File: src/rtl/nic_pe_interface_pkg.sv
`default_nettype none
// ============================================================================
//  Module      : nic_pe_interface_pkg
//  Description : Shared definitions for the NIC / mesh router PE port.
//                Packet layout:
//                {vc[63], dir[62:61], rsvd[60:56], hop[55:48],
//                 src[47:32], payload[31:0]}
//                It also holds the processor register-map address codes.
//  Revision    : 1.0 - initial release
// ============================================================================
package nic_pe_interface_pkg;

   localparam int DATA_WIDTH = 64;

   // Packet field offsets
   localparam int VC_BIT  = 63;
   localparam int DIR_MSB = 62;
   localparam int DIR_LSB = 61;
   localparam int HOP_MSB = 55;
   localparam int HOP_LSB = 48;
   localparam int SRC_MSB = 47;
   localparam int SRC_LSB = 32;

   // Processor register map
   typedef enum logic [1:0] {
      ADDR_IN_BUF   = 2'b00,
      ADDR_IN_STAT  = 2'b01,
      ADDR_OUT_BUF  = 2'b10,
      ADDR_OUT_STAT = 2'b11
   } nic_addr_e;

   typedef struct packed {
      logic        vc;
      logic [1:0]  dir;
      logic [4:0]  rsvd;
      logic [7:0]  hop;
      logic [15:0] src;
      logic [31:0] payload;
   } nic_pkt_t;

   // Virtual-channel bit of a packet. The router only accepts a packet
   // on cycles whose polarity differs from this bit.
   function automatic logic pkt_vc(input logic [DATA_WIDTH-1:0] pkt);
      return pkt[VC_BIT];
   endfunction

endpackage : nic_pe_interface_pkg
`default_nettype wire

File: src/rtl/nic_channel_buf.sv
`default_nettype none
// ============================================================================
//  Module      : nic_channel_buf
//  Description : One-entry channel buffer with a full flag.
//                - load : capture din and set full. This is ignored while
//                         the buffer is already full.
//                - clear: drop full. The data register keeps its value.
//  Ports       : clk, reset (async, active-low), load, clear,
//                din[DATA_WIDTH], dout[DATA_WIDTH], full
//  Revision    : 1.0 - initial release
// ============================================================================
module nic_channel_buf #(
   parameter int DATA_WIDTH = 64
) (
   input  logic                  clk,
   input  logic                  reset,
   input  logic                  load,
   input  logic                  clear,
   input  logic [DATA_WIDTH-1:0] din,
   output logic [DATA_WIDTH-1:0] dout,
   output logic                  full
);

   logic [DATA_WIDTH-1:0] r_data;
   logic                  r_full;

   // When load and clear are both asserted, load can only take effect on
   // an empty buffer. Clear is then a no-op, so the order of the two
   // checks below matters only for the full case, where clear wins.
   always_ff @(posedge clk or negedge reset) begin
      if (!reset) begin
         r_data <= '0;
         r_full <= 1'b0;
      end else if (load && !r_full) begin
         r_data <= din;
         r_full <= 1'b1;
      end else if (clear) begin
         r_full <= 1'b0;
      end
   end

   assign dout = r_data;
   assign full = r_full;

endmodule : nic_channel_buf
`default_nettype wire

File: src/rtl/nic_pe_interface.sv
`default_nettype none
// ============================================================================
//  Module      : nic_pe_interface
//  Description : Network interface between a processing element and the PE
//                port of one mesh router. It provides two one-entry channel
//                buffers (input and output) and a 4-word register map.
//  Ports       : clk, reset (async, active-low)
//                addr[2], d_in[64], d_out[64], nicEn, nicWrEn : processor
//                net_si, net_ri, net_di[64]                   : router -> NIC
//                net_so, net_ro, net_do[64]                   : NIC -> router
//                net_polarity                                 : even/odd cycle
//  Revision    : 1.0 - initial release
// ============================================================================
module nic_pe_interface #(
   parameter int DATA_WIDTH = nic_pe_interface_pkg::DATA_WIDTH
) (
   input  logic                  clk,
   input  logic                  reset,
   input  logic [1:0]            addr,
   input  logic [DATA_WIDTH-1:0] d_in,
   output logic [DATA_WIDTH-1:0] d_out,
   input  logic                  nicEn,
   input  logic                  nicWrEn,
   input  logic                  net_si,
   output logic                  net_ri,
   input  logic [DATA_WIDTH-1:0] net_di,
   output logic                  net_so,
   input  logic                  net_ro,
   output logic [DATA_WIDTH-1:0] net_do,
   input  logic                  net_polarity
);

   import nic_pe_interface_pkg::*;

   logic                  w_rd;
   logic                  w_wr;
   logic                  w_in_load;
   logic                  w_in_clear;
   logic                  w_out_load;
   logic [DATA_WIDTH-1:0] w_in_data;
   logic [DATA_WIDTH-1:0] w_out_data;
   logic                  w_in_full;
   logic                  w_out_full;

   assign w_rd = nicEn & ~nicWrEn;
   assign w_wr = nicEn &  nicWrEn;

   // ------------------------------------------------------------------
   // Input path (router -> processor)
   // ------------------------------------------------------------------
   assign net_ri     = ~w_in_full;
   assign w_in_load  = net_si & net_ri;
   assign w_in_clear = w_rd & (addr == ADDR_IN_BUF);

   nic_channel_buf #(
      .DATA_WIDTH (DATA_WIDTH)
   ) u_in_buf (
      .clk   (clk),
      .reset (reset),
      .load  (w_in_load),
      .clear (w_in_clear),
      .din   (net_di),
      .dout  (w_in_data),
      .full  (w_in_full)
   );

   // ------------------------------------------------------------------
   // Output path (processor -> router)
   // ------------------------------------------------------------------
   // A write to a full output buffer is dropped. This includes a write in
   // the same cycle as a send, because full is still set before the edge.
   // The buffer enforces the drop internally.
   assign w_out_load = w_wr & (addr == ADDR_OUT_BUF);

   nic_channel_buf #(
      .DATA_WIDTH (DATA_WIDTH)
   ) u_out_buf (
      .clk   (clk),
      .reset (reset),
      .load  (w_out_load),
      .clear (net_so),
      .din   (d_in),
      .dout  (w_out_data),
      .full  (w_out_full)
   );

   // The router takes a packet only when its vc bit differs from the
   // current mesh polarity. The packet is forwarded unmodified.
   assign net_so = w_out_full & net_ro & (pkt_vc(w_out_data) != net_polarity);
   assign net_do = w_out_data;

   // ------------------------------------------------------------------
   // Processor read mux
   // ------------------------------------------------------------------
   always_comb begin
      d_out = '0;
      if (nicEn) begin
         case (nic_addr_e'(addr))
            ADDR_IN_BUF:   d_out = w_in_data;
            ADDR_IN_STAT:  d_out = {{(DATA_WIDTH-1){1'b0}}, w_in_full};
            ADDR_OUT_BUF:  d_out = w_out_data;
            ADDR_OUT_STAT: d_out = {{(DATA_WIDTH-1){1'b0}}, w_out_full};
            default:       d_out = '0;
         endcase
      end
   end

endmodule : nic_pe_interface
`default_nettype wire
File: config.mk
export PLATFORM = sky130hd
export DESIGN_NAME = nic_pe_interface
export DESIGN_NICKNAME = d
export VERILOG_FILES = /design/src/rtl/nic_pe_interface_pkg.sv /design/src/rtl/nic_channel_buf.sv /design/src/rtl/nic_pe_interface.sv
export SDC_FILE = /design/constraint.sdc
export NUM_CORES = 1
export LEC_CHECK = 0
export CAP_MARGIN = 20
export CORE_ASPECT_RATIO = 1.5
export CORE_UTILIZATION = 45
export CTS_CLUSTER_DIAMETER = 80
export DETAILED_ROUTE_END_ITERATION = 8
export PLACE_DENSITY = 0.84
export SETUP_SLACK_MARGIN = 0.15
export SLEW_MARGIN = 10
export SYNTH_ARGS = -nofsm -noshare
export SYNTH_HDL_FRONTEND = slang
export SYNTH_SLANG_ARGS = --single-unit
File: constraint.sdc
create_clock -name clk -period 3.88 [get_ports clk]
set_input_delay 0.776 -clock clk [delete_from_list [all_inputs] [get_ports clk]]
set_output_delay 0.776 -clock clk [all_outputs]
set_load 0.005 [all_outputs]
==> impl_metrics.xml <==
<?xml version="1.0" encoding="UTF-8"?>
<metrics>
  <group name="outcome">
    <metric name="result_of_the_run" unit="">complete, no violations</metric>
  </group>
  <group name="floorplan">
    <metric name="fp.dieH" unit="µm">140</metric>
    <metric name="row_count" unit="">50</metric>
    <metric name="chipWidth" unit="µm">93.9</metric>
    <metric name="design.core.area" unit="µm²">12400</metric>
    <metric name="design.die.area" unit="µm²">13100</metric>
    <metric name="design.portCount" unit="">267</metric>
    <metric name="initial_utilization" unit="%">45.8</metric>
  </group>
  <group name="global_route">
    <metric name="globalRouteOverflowTotal" unit="">0</metric>
    <metric name="wire_length_of_the_first_global_routing_pass" unit="µm">24900</metric>
    <metric name="antenna_violations_before_repair" unit="">0</metric>
    <metric name="pin_count_of_the_biggest_net_entering_global_routing" unit="">65</metric>
    <metric name="aggregate_global_route_resource_usage" unit="%">25.4</metric>
    <metric name="grt_pass1_vias" unit="">4705</metric>
  </group>
  <group name="sta">
    <metric name="setup_repair_after_global_routing_missed_its_margin" unit="">false</metric>
    <metric name="share_of_the_cycle_needed_by_the_critical_path_after_routing" unit="%">87.7</metric>
    <metric name="timing.final.crit_period" unit="ps">3400</metric>
    <metric name="worst-slew-pin-transition" unit="ps">518</metric>
    <metric name="timing.clock.skew" unit="ps">5.68</metric>
    <metric name="relative_slew_margins" unit="%">65.5</metric>
    <metric name="fin_setup_tns" unit="ps">0</metric>
    <metric name="setup_ws" unit="ps">479</metric>
    <metric name="slew_viol_final" unit="">0</metric>
    <metric name="finalHoldViolCount" unit="">0</metric>
    <metric name="clock.fmax" unit="MHz">294</metric>
    <metric name="report.final.setup_viol" unit="">0</metric>
  </group>
  <group name="final_layout">
    <metric name="post-route-cell-area" unit="µm²">9110</metric>
    <metric name="layout-drive-gt1-share" unit="%">26.7</metric>
    <metric name="stdcell_count" unit="">796</metric>
    <metric name="utilization" unit="%">73.2</metric>
    <metric name="design.final.nets" unit="">764</metric>
    <metric name="final.fill_count" unit="">799</metric>
    <metric name="area_growth" unit="%">59.7</metric>
    <metric name="layout_common_cells" unit="">265 x clkdlybuf4s50_1, 130 x dfrtp_1, 79 x mux2_2</metric>
    <metric name="layout.cells.most_common" unit="">clkdlybuf4s50_1</metric>
    <metric name="number_of_inserted_diodes" unit="">0</metric>
  </group>
  <group name="pwr">
    <metric name="p_int" unit="mW">4.65</metric>
    <metric name="combinational_power_share" unit="%">35.2</metric>
    <metric name="worst_ir_drop_vdd" unit="mV">0.375</metric>
    <metric name="static_leakage" unit="nW">3.80</metric>
    <metric name="total_switching_power" unit="mW">1.73</metric>
    <metric name="power-per-cell-area" unit="nW/µm²">701</metric>
    <metric name="clock_power_share" unit="%">24.6</metric>
    <metric name="sequential_power_share" unit="%">40.3</metric>
    <metric name="switching_share" unit="%">27.1</metric>
  </group>
  <group name="placement">
    <metric name="placedCellCount" unit="">764</metric>
    <metric name="port_buffers" unit="">266</metric>
    <metric name="hpwl" unit="µm">11200</metric>
    <metric name="dpl_worst_slack" unit="ps">528</metric>
    <metric name="gpl.final_weighted_congestion" unit="">0.789</metric>
    <metric name="postPlaceCellArea" unit="µm²">8520</metric>
  </group>
  <group name="synth">
    <metric name="synth_seq_cells" unit="">130</metric>
    <metric name="synth-compound-area-share" unit="%">9.93</metric>
    <metric name="synthesized_area" unit="µm²">5710</metric>
    <metric name="synth_top_family_by_area" unit="">multiplexers</metric>
    <metric name="yosysSeqAreaShare" unit="%">57.0</metric>
    <metric name="synth_mux_area_share" unit="%">28.9</metric>
    <metric name="yosys.area_share.xor_xnor" unit="%">0.154</metric>
    <metric name="synth.lib_cells_used.distinct" unit="">20</metric>
    <metric name="synth.yosys.warnings" unit="">0</metric>
    <metric name="syn_inst" unit="">362</metric>
    <metric name="synth_area_per_cell" unit="µm²">15.8</metric>
    <metric name="synth_area_in_simple_gates" unit="%">0.921</metric>
    <metric name="syn_nets" unit="">499</metric>
    <metric name="synthAdderAreaFrac" unit="%">0</metric>
  </group>
  <group name="clock_network">
    <metric name="ctsResizeCount" unit="">0</metric>
    <metric name="clk_pin_slew_worst_paths" unit="ps">60</metric>
    <metric name="number_of_clock_buffers_inserted_by_tritoncts" unit="">17</metric>
    <metric name="cts-root-buf" unit="">clkbuf_16</metric>
    <metric name="htree_num_levels" unit="">4</metric>
    <metric name="clock_tree_from_tritoncts" unit="">built</metric>
    <metric name="clockBufferDepth" unit="">2</metric>
    <metric name="clock_insertion_delay_worst_skew" unit="ps">410</metric>
    <metric name="cts_setup_buffers" unit="">0</metric>
    <metric name="cts_sinks" unit="">130</metric>
    <metric name="holdBufCountCts" unit="">0</metric>
  </group>
  <group name="critical_path">
    <metric name="setup.worst_path.class" unit="">input port to output pin</metric>
    <metric name="critical_path_required" unit="ps">3100</metric>
    <metric name="crit_path_max_fanout" unit="">64</metric>
    <metric name="arrival" unit="ps">2620</metric>
    <metric name="endpoint_kind" unit="">output pin</metric>
    <metric name="worst_setup_path_start_kind" unit="">input port</metric>
  </group>
  <group name="routing">
    <metric name="wl_per_cell" unit="µm">20.2</metric>
    <metric name="final_antenna_net_count" unit="">0</metric>
    <metric name="vias" unit="">4244</metric>
    <metric name="routed_wl" unit="µm">16100</metric>
    <metric name="drc_errors" unit="">0</metric>
    <metric name="dr.first_iter.drc_count" unit="">92</metric>
    <metric name="vias_per_cell" unit="">5.33</metric>
    <metric name="drt_first_pass_iters" unit="">4</metric>
  </group>
  <group name="run">
    <metric name="timing.max_cap.violations" unit="">0</metric>
  </group>
  <group name="hold_path">
    <metric name="min_path_type" unit="">input port to asynchronous set/reset pin</metric>
  </group>
</metrics>
## worst max-delay path, stage by stage
cell,delay [ps]
clkdlybuf4s50_1,530
and3b_2,230
buf_12,280
a22o_1,220
clkdlybuf4s50_1,530
## metrics by stage
stage,hold slack (ps),total power [mW]
CTS,353,6.44
finish,348,6.39
floorplan,473,3.49
detailed placement,497,4.82
global placement,491,4.71
global route,368,6.71
## cells in the mapped netlist (all sizes together)
library cell	number	area, µm²
and3	2	17.5
buf	14	113
mux4	1	26.3
xor2	1	8.76
and3b	1	8.76
and2	1	6.26
inv	2	7.51
nor3b	1	7.51
mux2	128	1630
o21bai	1	7.51
nand2b	1	6.26
a22o	63	552
nor2b	1	6.26
clkbuf	14	52.6
a21o	1	7.51
dfrtp	130	3250
## state kept, by name (all words and copies together), names as in the netlist
register        cells
u_out_buf.dout     64
u_in_buf.dout      64
u_out_buf.full      1
u_in_buf.full       1
## power by group through the flow
stage          clock network, mW  registers [mW]  logic [mW]
6_report                    1.57            2.57        2.25
3_5_place_dp                   0            2.57        2.25
3_3_place_gp                   0            2.53        2.18
2_1_floorplan                  0            2.44        1.05
4_1_cts                     1.60            2.57        2.27
5_1_grt                     1.66            2.65        2.40
## routing by layer
layer | wire length [µm] | up-vias | track usage (%)
met3 | 912 | 41 | 7.33
met1 | 6000 | 2127 | 27.5
met4 | 578 | 0 | 11.4
met2 | 8600 | 195 | 45.0
met5 | 0 | - | 0
li1 | - | 1881 | -
## cell type report
type	instances	area, µm²	share of cell area, %
clock buffers	21	460	5.05
clock inverters	11	130	1.43
inverters	2	7.51	0.0824
multi-input cells	202	2290	25.2
flip-flops and latches	130	3250	35.7
well taps	156	195	2.14
repair buffers	274	2770	30.4
## cell families after synthesis
family,after synthesis
compound gates,65
xor+xnor,1
flops,130
simple gates,7
buf+inv,30
mux,129
## final timing paths
kind                              startpoint                  to  slack, ps  cells past startpoint
max                                  addr[1]            d_out[5]        480                      5
min                                    reset  u_out_buf.dout[18]        350                      1
max reg2reg                   u_out_buf.full  u_out_buf.dout[25]       2080                      4
min reg2reg                u_in_buf.dout[24]   u_in_buf.dout[24]        500                      1
max in group asynchronous              reset  u_out_buf.dout[54]       2630                      2
min in group clk           u_in_buf.dout[24]   u_in_buf.dout[24]        500                      1
(Power assumes the default switching activity.)
==> RTL change 1 (same flow settings) <==
Register the output `d_out`, without a reset; this adds one clock of latency there. The other outputs are not delayed to match.
--- a/src/rtl/nic_pe_interface.sv
+++ b/src/rtl/nic_pe_interface.sv
@@ -31,6 +31,8 @@
 );
 
    import nic_pe_interface_pkg::*;
+
+   logic [DATA_WIDTH-1:0] d_d;
 
    logic                  w_rd;
    logic                  w_wr;
@@ -93,17 +95,21 @@
    // Processor read mux
    // ------------------------------------------------------------------
    always_comb begin
-      d_out = '0;
+      d_d = '0;
       if (nicEn) begin
          case (nic_addr_e'(addr))
-            ADDR_IN_BUF:   d_out = w_in_data;
-            ADDR_IN_STAT:  d_out = {{(DATA_WIDTH-1){1'b0}}, w_in_full};
-            ADDR_OUT_BUF:  d_out = w_out_data;
-            ADDR_OUT_STAT: d_out = {{(DATA_WIDTH-1){1'b0}}, w_out_full};
-            default:       d_out = '0;
+            ADDR_IN_BUF:   d_d = w_in_data;
+            ADDR_IN_STAT:  d_d = {{(DATA_WIDTH-1){1'b0}}, w_in_full};
+            ADDR_OUT_BUF:  d_d = w_out_data;
+            ADDR_OUT_STAT: d_d = {{(DATA_WIDTH-1){1'b0}}, w_out_full};
+            default:       d_d = '0;
          endcase
       end
    end
 
+   always_ff @(posedge clk) begin
+      d_out <= d_d;
+   end
+
 endmodule : nic_pe_interface
 `default_nettype wire
Check against the original RTL: not equivalent (Yosys sat finds a counterexample within 4 cycles, from zero or initial values and one cycle with reset low).
==> RTL change 1 against the unedited design <==
- sequential cell count up 64
- power increased by 16%
- largest cell class unchanged
- maximum frequency grew 19%
- wire length increased by 7.9%
- via count rose by 8.6%
- clock skew is essentially flat
- final area grew 15%
- count of clock-buffer cells in the layout unchanged
- critical path type unchanged
- area after synthesis grew 22%
- worst setup slack better by 0.54 ns
==> RTL change 1: results (changes against the unedited design) <==
set qor(synth.area.top_cells) {dfrtp_1 47%, dfxtp_1 18%, mux2_2 13%} ;# was dfrtp_1 57%, mux2_2 16%, mux2_4 13%
set qor(detail_route.wirelength.met1_um) 6460 ;# was 6000 µm
set qor(tritoncts_num_sinks) 194 ;# was 130
set qor(worst_ep_arrival_time_ns) 2.09 ;# was 2.62 ns
set qor(run_status) {complete, no violations} ;# unchanged
set qor(yosys_most_used_dff) {dfrtp_1} ;# unchanged
set qor(share_of_flip_flops_with_an_asynchronous_set_or_reset_pct) 67.0 ;# was 100%
set qor(slew_limit_headroom_pct) 45.1 ;# was 65.5%
set qor(drtAntennaViolNets) 0 ;# unchanged
set qor(drt-wirelength-per-cell_um) 19.2 ;# was 20.2 µm
set qor(grt_util_met1_pct) 24.8 ;# was 27.5%
set qor(comb_power_share_pct) 30.2 ;# was 35.2%
set qor(yosysSeqAreaShare_pct) 64.9 ;# was 57.0%
set qor(first_global_vias) 5214 ;# was 4705
set qor(finalWeightedCongestion) 0.785 ;# was 0.789
set qor(grt_max_degree) 64 ;# was 65
set qor(clk_share_pct) 6.06 ;# was 6.48%
set qor(synth_mux_area_share_pct) 23.6 ;# was 28.9%
set qor(fin_nets) 830 ;# was 764
set qor(post_synth_num_cell_types) 21 ;# was 20
set qor(final_layout_size_suffix_gt1_share_pct) 24.5 ;# was 26.7%
set qor(preCtsSetupSlack_ns) 1.01 ;# was 0.528 ns
set qor(seq_area_um2) 4530 ;# was 3250 µm²
set qor(rr_worst_depth) 3 ;# was 4
set qor(worst_clk_skew_ns) 0.00587 ;# was 0.00568 ns
set qor(critical_path_peak_fanout) 2 ;# was 64
set qor(groute.layer.met3.usage_pct) 6.07 ;# was 7.33%
set qor(bufAreaShareNonClock_pct) 26.3 ;# was 30.4%
set qor(synth_xor_xnor_area_share_pct) 0.125 ;# was 0.154%
set qor(static-leakage-power_nw) 4.36 ;# was 3.80 nW
set qor(power-per-cell-area_nw_per_um2) 707 ;# was 701 nW/µm²
set qor(synth_common_cells) {130 x dfrtp_1, 79 x mux2_2, 64 x dfxtp_1} ;# was 130 x dfrtp_1, 79 x mux2_2, 63 x a22o_1
set qor(maximum_vdd_drop_uv) 413 ;# was 375 µV
set qor(groute.usage.overall_pct) 22.5 ;# was 25.4%
set qor(power.net_switching_mw) 1.86 ;# was 1.73 mW
set qor(grt_pass1_wl_um) 27700 ;# was 24900 µm
set qor(synth_compound_gate_area_share_pct) 8.11 ;# was 9.93%
set qor(wl_met3_um) 1030 ;# was 912 µm
set qor(layout.filler_cells) 1047 ;# was 799
set qor(syn-num-nets) 563 ;# was 499
set qor(dr_wl_met2_um) 9420 ;# was 8600 µm
set qor(critical_path.max_stage_delay_ns) 0.51 ;# was 0.53 ns
set qor(share_clk_of_total_power_pct) 24.9 ;# was 24.6%
set qor(dr.first_iter.drc_count) 107 ;# was 92
set qor(signal_buffers) 276 ;# was 274
set qor(routed_via_density) 5.09 ;# was 5.33
set qor(grtUsageMet2_pct) 41.2 ;# was 45.0%
RTL change 1: logic make-up after synthesis:
family | Yosys count
mux | 129
xor+xnor | 1
compound gates | 65
flops | 194
simple gates | 7
buf+inv | 30
RTL change 1: worst max path at each step:
stage                  from                 end  slack [ns]
2_1_floorplan       addr[0]  u_out_buf.dout[14]        1.87
3_3_place_gp   net_polarity              net_so        1.02
3_5_place_dp        addr[0]  u_out_buf.dout[10]        1.01
4_1_cts        net_polarity              net_so        1.01
5_1_grt        net_polarity              net_so        0.96
6_report       net_polarity              net_so        1.02
RTL change 1: metrics by stage:
step / util, % / cell area [µm²] / cells / hold WS, ns
finish: 69.2 / 10500 / 905 / 0.444
global route: 69.2 / 10500 / 905 / 0.500
floorplan: - / 6990 / 426 / 0.455
global placement: 65.0 / 9840 / 873 / 0.463
detailed placement: 65.0 / 9840 / 873 / 0.467
CTS: 69.2 / 10500 / 905 / 0.464
==> RTL change 2 (same flow settings) <==
Without the edit above. `DATA_WIDTH` is set to 64 in 2 places; all go to 96.
--- a/src/rtl/nic_pe_interface_pkg.sv
+++ b/src/rtl/nic_pe_interface_pkg.sv
@@ -10,7 +10,7 @@
 // ============================================================================
 package nic_pe_interface_pkg;
 
-   localparam int DATA_WIDTH = 64;
+   localparam int DATA_WIDTH = 96;
 
    // Packet field offsets
    localparam int VC_BIT  = 63;
--- a/src/rtl/nic_channel_buf.sv
+++ b/src/rtl/nic_channel_buf.sv
@@ -10,7 +10,7 @@
 //  Revision    : 1.0 - initial release
 // ============================================================================
 module nic_channel_buf #(
-   parameter int DATA_WIDTH = 64
+   parameter int DATA_WIDTH = 96
 ) (
    input  logic                  clk,
    input  logic                  reset,
Ports: changed (resized d_in, d_out, net_di and net_do); port bits go from 267 to 395. No check against the original RTL was run, so the function may have changed too.
==> RTL change 2 against the unedited design <==
- final cell count rose by 45%
- sequential cell count increased by 64
- final area grew 43%
- power increased by 38%
- critical path depth did not move
- area after synthesis up 45%
- maximum frequency down 2.8%
- wire length is 61% higher
- non-clock buffer count grew 130
- worst setup slack worse by 0.099 ns
==> RTL change 2: results (changes against the unedited design) <==
set qor(nClkBuffers) 20 ;# was 21
set qor(layout.comb_gates.multi_input) 298 ;# was 202
set qor(critical_path.max_stage_delay_ns) 0.51 ;# was 0.53 ns
set qor(grt_max_degree) 113 ;# was 65
set qor(groute.usage.overall_pct) 27.6 ;# was 25.4%
set qor(final_worst_setup_slack_ns) 0.380 ;# was 0.479 ns
set qor(r2r_start) {u_in_buf.full} ;# was u_out_buf.full
set qor(first_global_vias) 6504 ;# was 4705
set qor(worst_clk_skew_ns) 0.00855 ;# was 0.00568 ns
set qor(worst_ep_arrival_time_ns) 2.72 ;# was 2.62 ns
set qor(initial_antenna_violation_count) 6 ;# was 0
set qor(path_clk_slew_ns) 0.08 ;# was 0.06 ns
set qor(setup.worst_path.start) {addr[0]} ;# was addr[1]
set qor(source_to_sink_clock_delay_at_the_later_pin_of_the_worst_skew_pair_ns) 0.43 ;# was 0.41 ns
set qor(avgSynthCellArea_um2) 15.4 ;# was 15.8 µm²
set qor(detailed_place_hpwl_um) 18300 ;# was 11200 µm
set qor(regToRegEndpoint) {u_in_buf.dout[81]} ;# was u_out_buf.dout[25]
set qor(transition_time_at_the_pin_with_the_least_slew_margin_ns) 0.906 ;# was 0.518 ns
set qor(fin_nets) 1118 ;# was 764
set qor(multi_input_combinational_area_share_pct) 24.7 ;# was 25.2%
set qor(port_buffers) 394 ;# was 266
set qor(synth_compound_gate_area_share_pct) 10.2 ;# was 9.93%
set qor(run_status) {complete, no violations} ;# unchanged
set qor(routed_via_density) 5.47 ;# was 5.33
set qor(finalWeightedCongestion) 0.833 ;# was 0.789
set qor(synth_xor_xnor_area_share_pct) 0.106 ;# was 0.154%
set qor(sequential_cell_total) 194 ;# was 130
set qor(final_layout_size_suffix_gt1_share_pct) 25.5 ;# was 26.7%
set qor(n_diodes) 6 ;# was 0
==> RTL change 2: cell count changes after synthesis, sizes merged <==
cell,before,now
dfrtp,130,194
mux2,128,192
clkbuf,14,21
a22o,63,95
buf,14,22
==> RTL change 2: how the worst max path moves through the flow <==
stage	end	depth (start not counted)
floorplan	d_out[45]	4
global placement	d_out[5]	5
detailed placement	d_out[5]	5
CTS	d_out[5]	5
global route	d_out[29]	5
finish	d_out[25]	5
==> RTL change 2: metal layers <==
layer	part of all wire (%)	vias up	global-route usage, %
li1	-	2771	-
met1	37	3169	30.9
met2	52	306	47.6
met3	7.4	59	7.88
met4	4.3	0	14.1
met5	0	-	0
==> RTL change 2: report_power, final <==
group	internal, mW	total (mW)	switching, mW
combinational	2.30	3.22	0.916
sequential	3.04	3.86	0.815
clock	0.902	1.71	0.806
total	6.25	8.78	2.54
